[config.mk]
export PLATFORM = sky130hd
export DESIGN_NAME = alu_cmd_sequencer
export DESIGN_NICKNAME = d
export VERILOG_FILES = /design/src/rtl/alu_cmd_sequencer.sv
export SDC_FILE = /design/constraint.sdc
export NUM_CORES = 1
export LEC_CHECK = 0
export ABC_AREA = 1
export CAP_MARGIN = 20
export CORE_MARGIN = 1
export CORE_UTILIZATION = 29
export CTS_CLUSTER_DIAMETER = 30
export DETAILED_ROUTE_END_ITERATION = 7
export GPL_TIMING_DRIVEN = 0
export HOLD_SLACK_MARGIN = 0.02
export PLACE_DENSITY = 0.53
export REMOVE_ABC_BUFFERS = 1
export SYNTH_ARGS = -nofsm -noshare
export SYNTH_HDL_FRONTEND = slang
export SYNTH_SLANG_ARGS = --single-unit
[constraint.sdc]
create_clock -name i_clock -period 2.99 [get_ports i_clock]
set_input_delay 0.598 -clock i_clock [delete_from_list [all_inputs] [get_ports i_clock]]
set_output_delay 0.598 -clock i_clock [all_outputs]
set_load 0.01 [all_outputs]
[src/rtl/alu_cmd_sequencer.sv]
// Purpose: collects A, B and opcode bytes from a serial receiver, runs them through an external ALU and returns the result byte.
// Latency: opcode byte accepted at cycle N -> o_tx_start at cycle N+3 when the transmitter is ready.
// Backpressure: holds the result in SEND until i_tx_ready; bytes arriving in EXEC/SEND are dropped and flagged on o_overrun.
module alu_cmd_sequencer #(
    parameter int NB_DATA        = 8,
    parameter int NB_OP          = 6,
    parameter int TIMEOUT_CYCLES = 1000
) (
    input  logic               i_clock,
    input  logic               i_reset,
    input  logic [NB_DATA-1:0] i_rx_data,
    input  logic               i_rx_valid,
    input  logic               i_tx_ready,
    output logic [NB_DATA-1:0] o_tx_data,
    output logic               o_tx_start,
    output logic [NB_DATA-1:0] o_alu_a,
    output logic [NB_DATA-1:0] o_alu_b,
    output logic [NB_OP-1:0]   o_alu_op,
    input  logic [NB_DATA-1:0] i_alu_result,
    output logic               o_busy,
    output logic               o_error,
    output logic               o_overrun
);

    // Idle counter only needs to reach TIMEOUT_CYCLES-1: the cycle that would
    // make it TIMEOUT_CYCLES is the one that fires the timeout.
    localparam int NB_CNT = (TIMEOUT_CYCLES > 1) ? $clog2(TIMEOUT_CYCLES) : 1;
    localparam logic [NB_CNT-1:0] CNT_LAST = NB_CNT'(TIMEOUT_CYCLES - 1);

    // Opcode bytes compared at full byte width so any set bit above the
    // opcode field makes the byte invalid.
    localparam logic [NB_DATA-1:0] OP_ADD = NB_DATA'(32);
    localparam logic [NB_DATA-1:0] OP_SUB = NB_DATA'(34);
    localparam logic [NB_DATA-1:0] OP_AND = NB_DATA'(36);
    localparam logic [NB_DATA-1:0] OP_OR  = NB_DATA'(37);
    localparam logic [NB_DATA-1:0] OP_XOR = NB_DATA'(38);
    localparam logic [NB_DATA-1:0] OP_SRA = NB_DATA'(3);
    localparam logic [NB_DATA-1:0] OP_SRL = NB_DATA'(2);
    localparam logic [NB_DATA-1:0] OP_NOR = NB_DATA'(39);

    typedef enum logic [2:0] {
        IDLE,
        WAIT_B,
        WAIT_OP,
        EXEC,
        SEND
    } state_t;

    state_t             state_q;
    logic [NB_CNT-1:0]  cnt_q;
    logic [NB_CNT-1:0]  cnt_d;
    logic [NB_DATA-1:0] a_q;
    logic [NB_DATA-1:0] b_q;
    logic [NB_OP-1:0]   op_q;
    logic [NB_DATA-1:0] result_q;
    logic [NB_DATA-1:0] tx_data_q;
    logic               tx_start_q;
    logic               error_q;
    logic               overrun_q;
    logic               op_ok;
    logic               timeout_hit;

    assign cnt_d       = cnt_q + NB_CNT'(1);
    assign timeout_hit = (cnt_q == CNT_LAST);

    // Decode whether the incoming byte is one of the supported opcodes.
    always_comb begin
        op_ok = 1'b0;
        case (i_rx_data)
            OP_ADD, OP_SUB, OP_AND, OP_OR,
            OP_XOR, OP_SRA, OP_SRL, OP_NOR: op_ok = 1'b1;
            default:                        op_ok = 1'b0;
        endcase
    end

    // Command FSM with registered operands, result and status strobes.
    always_ff @(posedge i_clock) begin
        if (!i_reset) begin
            state_q    <= IDLE;
            cnt_q      <= '0;
            a_q        <= '0;
            b_q        <= '0;
            op_q       <= '0;
            result_q   <= '0;
            tx_data_q  <= '0;
            tx_start_q <= 1'b0;
            error_q    <= 1'b0;
            overrun_q  <= 1'b0;
        end else begin
            // Strobes are single-cycle by default.
            tx_start_q <= 1'b0;
            error_q    <= 1'b0;
            overrun_q  <= 1'b0;
            case (state_q)
                IDLE: begin
                    cnt_q <= '0;
                    if (i_rx_valid) begin
                        a_q     <= i_rx_data;
                        state_q <= WAIT_B;
                    end
                end
                WAIT_B: begin
                    if (i_rx_valid) begin
                        b_q     <= i_rx_data;
                        cnt_q   <= '0;
                        state_q <= WAIT_OP;
                    end else if (timeout_hit) begin
                        cnt_q   <= '0;
                        error_q <= 1'b1;
                        state_q <= IDLE;
                    end else begin
                        cnt_q <= cnt_d;
                    end
                end
                WAIT_OP: begin
                    if (i_rx_valid) begin
                        cnt_q <= '0;
                        if (op_ok) begin
                            op_q    <= i_rx_data[NB_OP-1:0];
                            state_q <= EXEC;
                        end else begin
                            error_q <= 1'b1;
                            state_q <= IDLE;
                        end
                    end else if (timeout_hit) begin
                        cnt_q   <= '0;
                        error_q <= 1'b1;
                        state_q <= IDLE;
                    end else begin
                        cnt_q <= cnt_d;
                    end
                end
                EXEC: begin
                    // Operands have been stable on the ALU for this whole cycle.
                    result_q <= i_alu_result;
                    state_q  <= SEND;
                    if (i_rx_valid) begin
                        overrun_q <= 1'b1;
                    end
                end
                SEND: begin
                    if (i_rx_valid) begin
                        overrun_q <= 1'b1;
                    end
                    if (i_tx_ready) begin
                        tx_data_q  <= result_q;
                        tx_start_q <= 1'b1;
                        state_q    <= IDLE;
                    end
                end
                default: begin
                    state_q <= IDLE;
                end
            endcase
        end
    end

    assign o_tx_data  = tx_data_q;
    assign o_tx_start = tx_start_q;
    assign o_alu_a    = a_q;
    assign o_alu_b    = b_q;
    assign o_alu_op   = op_q;
    assign o_busy     = (state_q != IDLE);
    assign o_error    = error_q;
    assign o_overrun  = overrun_q;

endmodule

# After elaboration in Yosys (flattened, before gate mapping)
# Cells that the tools add are included.
totals:
  ramBits: 0
  latch_bits: 0
  n_memories: 0
  output_inout_bits: 34
  regBits: 54
  rom_bits: 0
op_classes:
  n_addsub: 1
  n_eq_ne: 15
  mul: 0
  shift: 0
  div_mod_pow: 0
  n_reduce_logical: 13
  n_lt_le_gt_ge: 0
  n_mux: 18
  bitwise: 0
op_table:
  columns: ["cell", "count"]
  rows:
  - ["equality test 8 x 6 -> 1 bit (second input constant)", 6]
  - ["2-to-1 mux 10 bit", 2]
  - ["one-hot mux 10 bit (2 select lines)", 1]
  - ["equality test 8 x 2 -> 1 bit (second input constant)", 2]
  - ["2-to-1 mux 3 bit", 5]
  - ["one-hot mux 3 bit (5 select lines)", 1]
  - ["AND reduction 2 bit", 6]
  - ["adder 10 x 1 -> 10 bit (second input constant)", 1]
  - ["equality test 10 bit (second input constant)", 1]
  - ["OR reduction 8 bit", 1]
  - ["2-to-1 mux 1 bit", 7]
  - ["equality test 3 x 2 -> 1 bit (second input constant)", 2]
  - ["!= test 2 bit (second input constant)", 2]
  - ["OR reduction 2 bit", 2]
  - ["equality test 3 x 1 -> 1 bit (second input constant)", 1]
  - ["equality test 3 bit (second input constant)", 1]
  - ["zero test 3 bit", 1]
  - ["AND reduction 3 bit", 1]
  - ["nonzero test 3 bit", 1]
  - ["2-to-1 mux 2 bit", 1]
  - ["one-hot mux 1 bit (2 select lines)", 1]
  - ["nonzero test 2 bit", 1]

# Depth between registers and ports, before layout
# Gate-level depths: netlist (run 1).
logic_depth:
  word_depth: 6
  depth_mapped: 10

# Least setup slack after synthesis (run 1)
# Ideal clock, no wire load.
synth_timing:
  path_type: "input port to flip-flop"
  from: "input port i_rx_valid"
  to: "register op_q[5], in the netlist o_alu_op[5]"
  path_buffers: 2
  cell_stages: 7
  t_arrival_ns: 1.379
  path_slack_ns: 1.493
  path_cell_list: "clkbuf_2 inv_1 nor2_1 nand3_1 buf_6 o21ai_1 a21oi_1"
synth_between:
  elab_chain_cells: 1
synth_rtl:
  columns: ["element", "line_no", "text"]
  rows:
  - ["start, declared", "12", "input logic i_rx_valid,"]
  - ["AND reduction 3 bit (no line)", null, null]
  - ["end signal, assigned", "119", "op_q <= i_rx_data[NB_OP-1:0];"]
  - ["end, declared", "54", "logic [NB_OP-1:0] op_q;"]
# No other way between the ends.
# A chain may end at the register's enable or synchronous reset.

# Worst setup path in the final report (run 1)
layout_timing:
  from: "register state_q[1]"
  to: "output port o_busy"
layout_between:
  elab_chain_cells: 1
layout_rtl:
  columns: ["element", "line_no", "text"]
  rows:
  - ["start, declared", "49", "state_t state_q;"]
  - ["start signal, assigned", "79", "state_q <= IDLE;"]
  - ["start signal, assigned", "99", "state_q <= WAIT_B;"]
  - ["start signal, assigned", "106", "state_q <= WAIT_OP;"]
  - ["nonzero test 3 bit", "163", "assign o_busy = (state_q != IDLE);"]
  - ["end, declared", "20", "output logic o_busy,"]
# No other way between the ends.

==> results of run 1 <==
-- area by class of cell --
type / count / share of cell area, %
clock inverter: 2 / 1.962
multi-input combinational: 200 / 33.47
tap: 102 / 4.168
timing repair buffer: 54 / 18.23
inverter: 33 / 4.168
sequential: 54 / 35.31
clock buffer: 6 / 2.697
-- through the flow --
step,hold slack [ns],TNS (ns)
after floorplan,0.4548,0
after CTS,0.4498,0
after global placement,0.4332,-0.06715
after detailed placement,0.4345,0
final,0.4447,0
after global routing,0.4669,0
-- worst max-delay path, delay by kind of cell, from the launching register on --
family	cells	cell delay (ns)
buf+inv	1	0.57
flops	1	0.52
simple gates	2	0.24
-- power by group --
group	internal, mW	switching (mW)
sequential	0.745	0.0165
combinational	0.0920	0.0991
clock	0.357	0.241
-- per-layer routing --
layer	track usage (%)	vias up	share of wire, %
met1	18.17	901	50
met3	3.283	5	5.3
li1	-	1058	-
met5	0	-	0
met2	20.83	43	44
met4	4.233	0	0.82
-- worst min-delay path by stage --
| stage | endpoint | slack, ns | depth (start not counted) |
|---|---|---|---|
| after floorplan | cnt_q[8] | 0.45 | 2 |
| after global placement | o_alu_a[2] | 0.43 | 2 |
| after detailed placement | o_alu_a[2] | 0.43 | 2 |
| after CTS | o_alu_a[2] | 0.45 | 2 |
| after global routing | o_alu_op[1] | 0.47 | 2 |
| final | o_alu_a[2] | 0.44 | 2 |
-- synthesized netlist by cell type, types with 2 or more instances --
master / n / share of area, %
a21oi_1: 23 / 5.0
a21oi_2: 5 / 1.9
buf_2: 2 / 0.44
clkbuf_1: 5 / 0.82
dfxtp_1: 54 / 47
inv_1: 28 / 4.6
inv_2: 3 / 0.49
nand2_1: 38 / 6.2
nand2_2: 2 / 0.55
nand2_4: 3 / 1.5
nand3_1: 21 / 4.6
nand3_2: 3 / 1.3
nor2_1: 56 / 9.2
nor2_4: 2 / 0.99
nor3_1: 2 / 0.44
nor3_2: 4 / 1.8
o21ai_0: 24 / 5.3
o21ai_1: 6 / 1.3
o21ai_2: 3 / 1.1
-- state kept, by name, indices dropped and copies added, names as in the netlist --
| signal | cells |
|---|---|
| o_alu_op | 6 |
| o_tx_start | 1 |
| o_error | 1 |
| o_alu_b | 8 |
| cnt_q | 10 |
| o_tx_data | 8 |
| state_q | 3 |
| o_overrun | 1 |
| o_alu_a | 8 |
| result_q | 8 |
-- cells by family (layout without fill, tap and decap cells) --
family / after synthesis / in the layout / share of synthesized area (%)
and+or+nand+nor: 135 / 135 / 28.68
AOI/OAI and AO/OA: 64 / 64 / 15.60
DFF: 54 / 54 / 47.29
buffers and inverters: 43 / 95 / 7.882
adders and majority gates: 1 / 1 / 0.5473
==> metrics, run 1 <==
Num Clock Sinks 54; input/output buffers 53; fin area 3062 µm²; post-CTS setup buffer count 0; post-synthesis cell type count 32; FF-to-FF setup slack 1.29 ns; Pwr Density about 510 nW/µm²; Avg Vias per Cell 4.450; Max IR drop VDD 0.0002114 V; minimum clock period 2.237 ns; first-pass GRT wire length about 9000 µm; Nets 369; antenna violations before repair 0; First DRT Iteration DRCs 116; number of fill cells 828; CP peak stage delay 0.57 ns; total gr overflow 0; Cells after DPL 443; worst r2r path cells 5; Syn Area/Cell 7.697 µm²; Worst Setup End Kind primary output; WP data required 2.39 ns; routed length per placed instance 11.29 µm; Syn-to-layout area delta 33.94%; Primary FF master, synth dfxtp_1; final hold violations 0; GR Util All Layers 13.39%; synth warn 0; most frequent cells in the layout 56 x nor2_1, 54 x dfxtp_1, 53 x clkdlybuf4s50_1; diode count 0; chip width 90.79 µm; hold_buf cts 0; clock buffer depth 2; total CTS buffers 5; final cell count without fillers 451; H-Tree Depth 2; leakage between 1 and 1.5 nW; commonest non-fill, non-tap cell in the layout nor2_1; Post-DRT Antenna Nets 0; I/O pins 54; largest net degree at the start of global routing 28; DRT Wirelength 5091 µm; Worst Setup Start Kind flop; layout cells sized above 1 11.17%; CTS Root Cell clkbuf_8; worst path cell trace nor2_2, nand2_1, clkdlybuf4s50_1; core area 7687 µm²; Hold Crit Start o_alu_a[2]; outcome completed; max frequency ~450 MHz; Post-Place Setup Slack about 0.43 ns; full die area 8242 µm²; die height 90.79 µm; Yosys reg bits 54; Mapped Cells 297; Power Total 1.550 mW; sequential-to-total area share from yosys stat 47.29%; Final Core Density 39.83%; FF-to-FF End o_tx_data[3]; Hold WC Path Type flop to flop; HPWL after DPL 3614 µm; Worst slew margin 52.86%; Post-route DRC 0; fin. max-slew vios 0; router iterations before antenna repair 4; Clock Skew 0.007221 ns; RSZ-0062 raised after global routing false; Mapped Area 2286 µm²; initial core utilization between 20% and 30%; critical path peak fanout 6; area of the multi-input gates 1025 µm²; clk_lat worst skew 0.30 ns; # rows 32; via count 2007; CP arrival around 1.6 ns; Post-synth EDFFs 0; CTS tree yes; FF/Latch Area 1081 µm²; placed instance area 2919 µm²; Critical Path Source state_q[1]; vias in the first global route 1914; Worst Setup EP o_busy; Final setup viols 0; Max Cap Viol 0; Tightest Pin Transition 0.7033 ns; worst r2r src state_q[2]; period utilization 74.80%; async set or reset register ratio after synthesis 0%; critical path's slowest cell clkdlybuf4s50_1; Setup WS post-layout between 0.7 and 0.8 ns; GP Congestion between 0.7 and 0.8; post-CTS resize count 0; WS Path Type flop to primary output; Reg clk slew, reported paths 0.10 ns
Note: power is estimated with default switching activity, not from simulation.
==> run 2, diff against run 1 <==
==> constraint.sdc (replaced) <==
create_clock -name i_clock -period 2.2 [get_ports i_clock]
set_input_delay 0.44 -clock i_clock [delete_from_list [all_inputs] [get_ports i_clock]]
set_output_delay 0.44 -clock i_clock [all_outputs]
set_load 0.01 [all_outputs]
==> metrics, run 2 (same netlist as run 1, synthesis figures left out) <==
Post-route DRC 0; input/output buffers 53; full die area 8242 µm²; Avg Vias per Cell 4.455; initial core utilization 29.74%; Num Clock Sinks 54; HPWL after DPL 3614 µm; Worst Setup EP o_busy; number of fill cells 828; period utilization a little over nine tenths; Tightest Pin Transition 0.7033 ns; critical path peak fanout 6; clk_lat worst skew 0.30 ns; DRT Wirelength 5094 µm; Worst Setup Start Kind flop; max FFs per register 10; Sw Ratio a little under a quarter; Post-DRT Antenna Nets 0; GR Util All Layers 13.39%; Worst slew margin 52.86%; Clock Skew roughly 0.0072 ns; Worst Setup End Kind primary output; Critical Path Source state_q[1]; routed length per placed instance 11.29 µm; diode count 0; critical path's slowest cell clkdlybuf4s50_1; CP peak stage delay 0.57 ns; FF-to-FF End o_tx_data[3]; FF-to-FF setup slack around 0.5 ns; clock buffer depth 2; most frequent cells in the layout 56 x nor2_1, 54 x dfxtp_1, 53 x clkdlybuf4s50_1; Internal ~1.6 mW; Final setup viols 0; post-CTS setup buffer count 0; minimum clock period ~2.1 ns; # rows 32; Max IR drop VDD roughly 0.00029 V; via count 2009; Syn-to-layout area delta 34.15%; WS Path Type flop to primary output; router iterations before antenna repair 4; CTS Root Cell clkbuf_8; antenna violations before repair 0; die height between 90 and 100 µm; Hold WC Path Type flop to flop; area of the multi-input gates 1030 µm²; Final Core Density between 30% and 40%; core area approximately 7700 µm²; first-pass GRT wire length 8970 µm; largest net degree at the start of global routing 28; Reg clk slew, reported paths 0.10 ns; worst r2r src state_q[2]; CTS tree yes; Max Cap Viol 0; Hold WS 0.4447 ns; First DRT Iteration DRCs 107; layout cells sized above 1 11.46%; worst r2r path cells 5; chip width 90.79 µm; outcome completed; GP Congestion 0.7413; final hold violations 0; RSZ-0062 raised after global routing false; max frequency 481.1 MHz; fin. max-slew vios 0; Seq pwr share 49.1%; I/O pins 54; total CTS buffers 5; H-Tree Depth 2; FF/Latch Area roughly 1100 µm²; Nets 369; NetSw 0.4853 mW; Largest Register cnt_q; leakage 1.138 nW; vias in the first global route 1914; Clk pwr share between 30% and 40%; worst path cell trace nor2_2, nand2_1, clkdlybuf4s50_1; commonest non-fill, non-tap cell in the layout nor2_1; WP data required approximately 1.8 ns; CP arrival 1.64 ns; total gr overflow 0; Pwr Density 687.3 nW/µm²; Comb power frac 12.3%
[run 2: cell counts in the layout (fill, tap and decap cells not counted)]
Identical to the previous run, type by type.
[run 2: area by class of cell]
cell class,instances,share of cell area (%)
sequential,54,35.25
multi-input combinational,200,33.58
timing repair buffer,54,18.20
inverter,33,4.162
tap,102,4.162
clock buffer,6,2.693
clock inverter,2,1.958
[run 2: metal layers]
layer / GRT usage, % / share of wire (%) / vias up
li1: - / - / 1058
met1: 18.17 / 50 / 903
met2: 20.83 / 44 / 43
met3: 3.283 / 5.3 / 5
met4: 4.233 / 0.82 / 0
met5: 0 / 0 / -
[run 2: what timing repair did]
action | 4_1_cts | 5_1_grt
hold buffers | 0 | 0
resized for setup | 0 | 1
setup endpoints to repair | 0 | 1
[run 2: per-stage QoR]
stage / std cells / power [mW] / area (µm²) / setup TNS, ns / worst slack [ns]
after detailed placement: 443 / 1.320 / 2919 / -1.050 / -0.1980
after floorplan: 287 / 1.175 / 2233 / 0 / 0.7566
after global routing: 451 / 2.207 / 3067 / 0 / 0.02866
after CTS: 451 / 2.134 / 3062 / 0 / 0.1128
after global placement: 442 / 1.313 / 2892 / -11.44 / -0.6992
final: 451 / 2.108 / 3067 / 0 / 0.1213
[run 2: how the worst min path moves through the flow]
stage / from / end / slack, ns / cells past startpoint
2_1_floorplan: cnt_q[8] / cnt_q[8] / 0.45 / 2
6_report: o_alu_a[2] / o_alu_a[2] / 0.44 / 2
4_1_cts: o_alu_a[2] / o_alu_a[2] / 0.45 / 2
3_3_place_gp: o_alu_a[2] / o_alu_a[2] / 0.43 / 2
3_5_place_dp: o_alu_a[2] / o_alu_a[2] / 0.43 / 2
5_1_grt: o_alu_op[1] / o_alu_op[1] / 0.47 / 2
[run 2: worst max-delay path: cells and delay by family (launching register included)]
kind,cells,cell delay (ns)
DFF,1,0.52
buffers and inverters,1,0.57
and+or+nand+nor,2,0.24
[run 2: power by group through the flow]
| stage | Clock, mW | Sequential, mW | Combinational (mW) |
|---|---|---|---|
| after floorplan | 0 | 1.07 | 0.108 |
| after CTS | 0.836 | 1.03 | 0.263 |
| final | 0.813 | 1.03 | 0.260 |
| after detailed placement | 0 | 1.06 | 0.262 |
| after global routing | 0.875 | 1.04 | 0.292 |
| after global placement | 0 | 1.06 | 0.257 |
==> run 3, diff against run 2 <==
--- a/config.mk
+++ b/config.mk
@@ -15,6 +15,7 @@
 export HOLD_SLACK_MARGIN = 0.02
 export PLACE_DENSITY = 0.53
 export REMOVE_ABC_BUFFERS = 1
+export SLEW_MARGIN = 20
 export SYNTH_ARGS = -nofsm -noshare
 export SYNTH_HDL_FRONTEND = slang
 export SYNTH_SLANG_ARGS = --single-unit
==> constraint.sdc (replaced) <==
create_clock -name i_clock -period 2.2 [get_ports i_clock]
set_input_delay 0.33 -clock i_clock [delete_from_list [all_inputs] [get_ports i_clock]]
set_output_delay 0.33 -clock i_clock [all_outputs]
set_load 0.01 [all_outputs]
==> metrics, run 3 (same netlist as run 1, synthesis figures left out) <==
router iterations before antenna repair 4; full die area 8242 µm²; HPWL after DPL 3505 µm; Worst Setup Start Kind flop; worst r2r src state_q[2]; hold path depth 2; Power Total just under 2 mW; Avg Vias per Cell 4.440; chip width between 90 and 100 µm; clk_lat worst skew about 0.31 ns; FF-to-FF setup slack 0.51 ns; vias in the first global route between 1500 and 2000; core area roughly 7700 µm²; antenna violations before repair 0; post-CTS resize count 0; H-Tree Depth 2; Largest Register cnt_q; max FFs per register 10; Worst Setup End Kind primary output; WP data required 1.87 ns; worst r2r path cells 5; minimum clock period 1.961 ns; layout cells sized above 1 10.92%; Fin Setup TNS 0 ns; Hold WC Path Type flop to flop; total gr overflow 0; Num Clock Sinks 54; RSZ-0062 raised after global routing false; via count 1998; FF-to-FF End o_tx_data[3]; GR Util All Layers 13.48%; Hold Crit Start o_alu_a[6]; most frequent cells in the layout 56 x nor2_1, 54 x dfxtp_1, 52 x clkdlybuf4s50_1; fin. max-slew vios 0; Max Cap Viol 0; GP Congestion 0.7413; CP arrival 1.63 ns; die height roughly 90 µm; post-CTS setup buffer count 0; clock buffer depth 2; CTS Root Cell clkbuf_8; initial core utilization about 30%; Nets about 370; Post-route DRC 0; Final setup viols 0; Syn-to-layout area delta 31.09%; Worst slew margin 54.06%; max frequency approximately 510 MHz; Reg clk slew, reported paths 0.09 ns; largest net degree at the start of global routing 39; Pwr Density 649.9 nW/µm²; Hold EP o_alu_a[6]; period utilization 89.12%; Tightest Pin Transition 0.6892 ns; routed length per placed instance 11.30 µm; Clock Skew 0.004655 ns; I/O pins 54; DRT Wirelength 5083 µm; outcome completed; CTS tree yes; leakage approximately 1.1 nW; critical path peak fanout 6; hold_buf cts 0; WS Path Type flop to primary output; # rows 32; First DRT Iteration DRCs approximately 120; final hold violations 0; Final Core Density 38.98%; commonest non-fill, non-tap cell in the layout nor2_1; total CTS buffers 5; input/output buffers 53; Post-DRT Antenna Nets 0; Max IR drop VDD 0.0002495 V; first-pass GRT wire length about 9000 µm; diode count 0
==> run 3: cell count changes in the layout (fill, tap and decap cells not counted), sizes merged <==
cell / before / now
bufinv: 2 / 1
clkdlybuf4s50: 53 / 52
clkinvlp: 0 / 1
==> run 3: area by class of cell <==
class | count | area [µm²]
Sequential cell | 54 | 1081
Timing Repair Buffer | 53 | 525.5
Tap cell | 102 | 127.6
Inverter | 33 | 127.6
Multi-Input combinational cell | 200 | 1025
Clock buffer | 6 | 72.57
Fill cell | 830 | 4691
Clock inverter | 2 | 37.54
==> run 3: power by group <==
group	internal, mW	switching, mW	leakage (nW)
logic	0.119	0.133	0.616
registers	1.01	0.0223	0.438
clock network	0.340	0.321	0.0514
==> run 3: layer usage <==
metal / GRT usage, % / share of wire (%)
met1: 17.24 / 49
met2: 21.97 / 44
met3: 3.367 / 5.9
met4: 4.762 / 1.5
met5: 0 / 0
==> run 3: critical path, cell delays in order (launching register included) <==
cell and delay [ns]:
dfxtp_1 0.52, nor2_2 0.11, nand2_1 0.12, clkdlybuf4s50_1 0.57
==> run 3: worst max path at each step <==
stage	startpoint	endpoint	slack [ns]
2_1_floorplan	state_q[1]	state_q[0]	0.85
3_5_place_dp	i_rx_valid	state_q[0]	-0.09
4_1_cts	state_q[1]	o_busy	0.22
5_1_grt	i_rx_valid	state_q[0]	0.06
6_report	state_q[1]	o_busy	0.24
3_3_place_gp	i_reset	cnt_q[2]	-0.59
==> run 3: through the flow <==
stage | hold WS [ns] | std cells | setup WS (ns) | instance area [µm²]
after floorplan | 0.4470 | 287 | 0.8501 | 2233
after global placement | 0.4332 | 442 | -0.5892 | 2892
after detailed placement | 0.4371 | 442 | -0.08733 | 2887
after CTS | 0.4514 | 450 | 0.2237 | 2997
after global routing | 0.4708 | 450 | 0.05651 | 2997
final | 0.4479 | 450 | 0.2393 | 2997
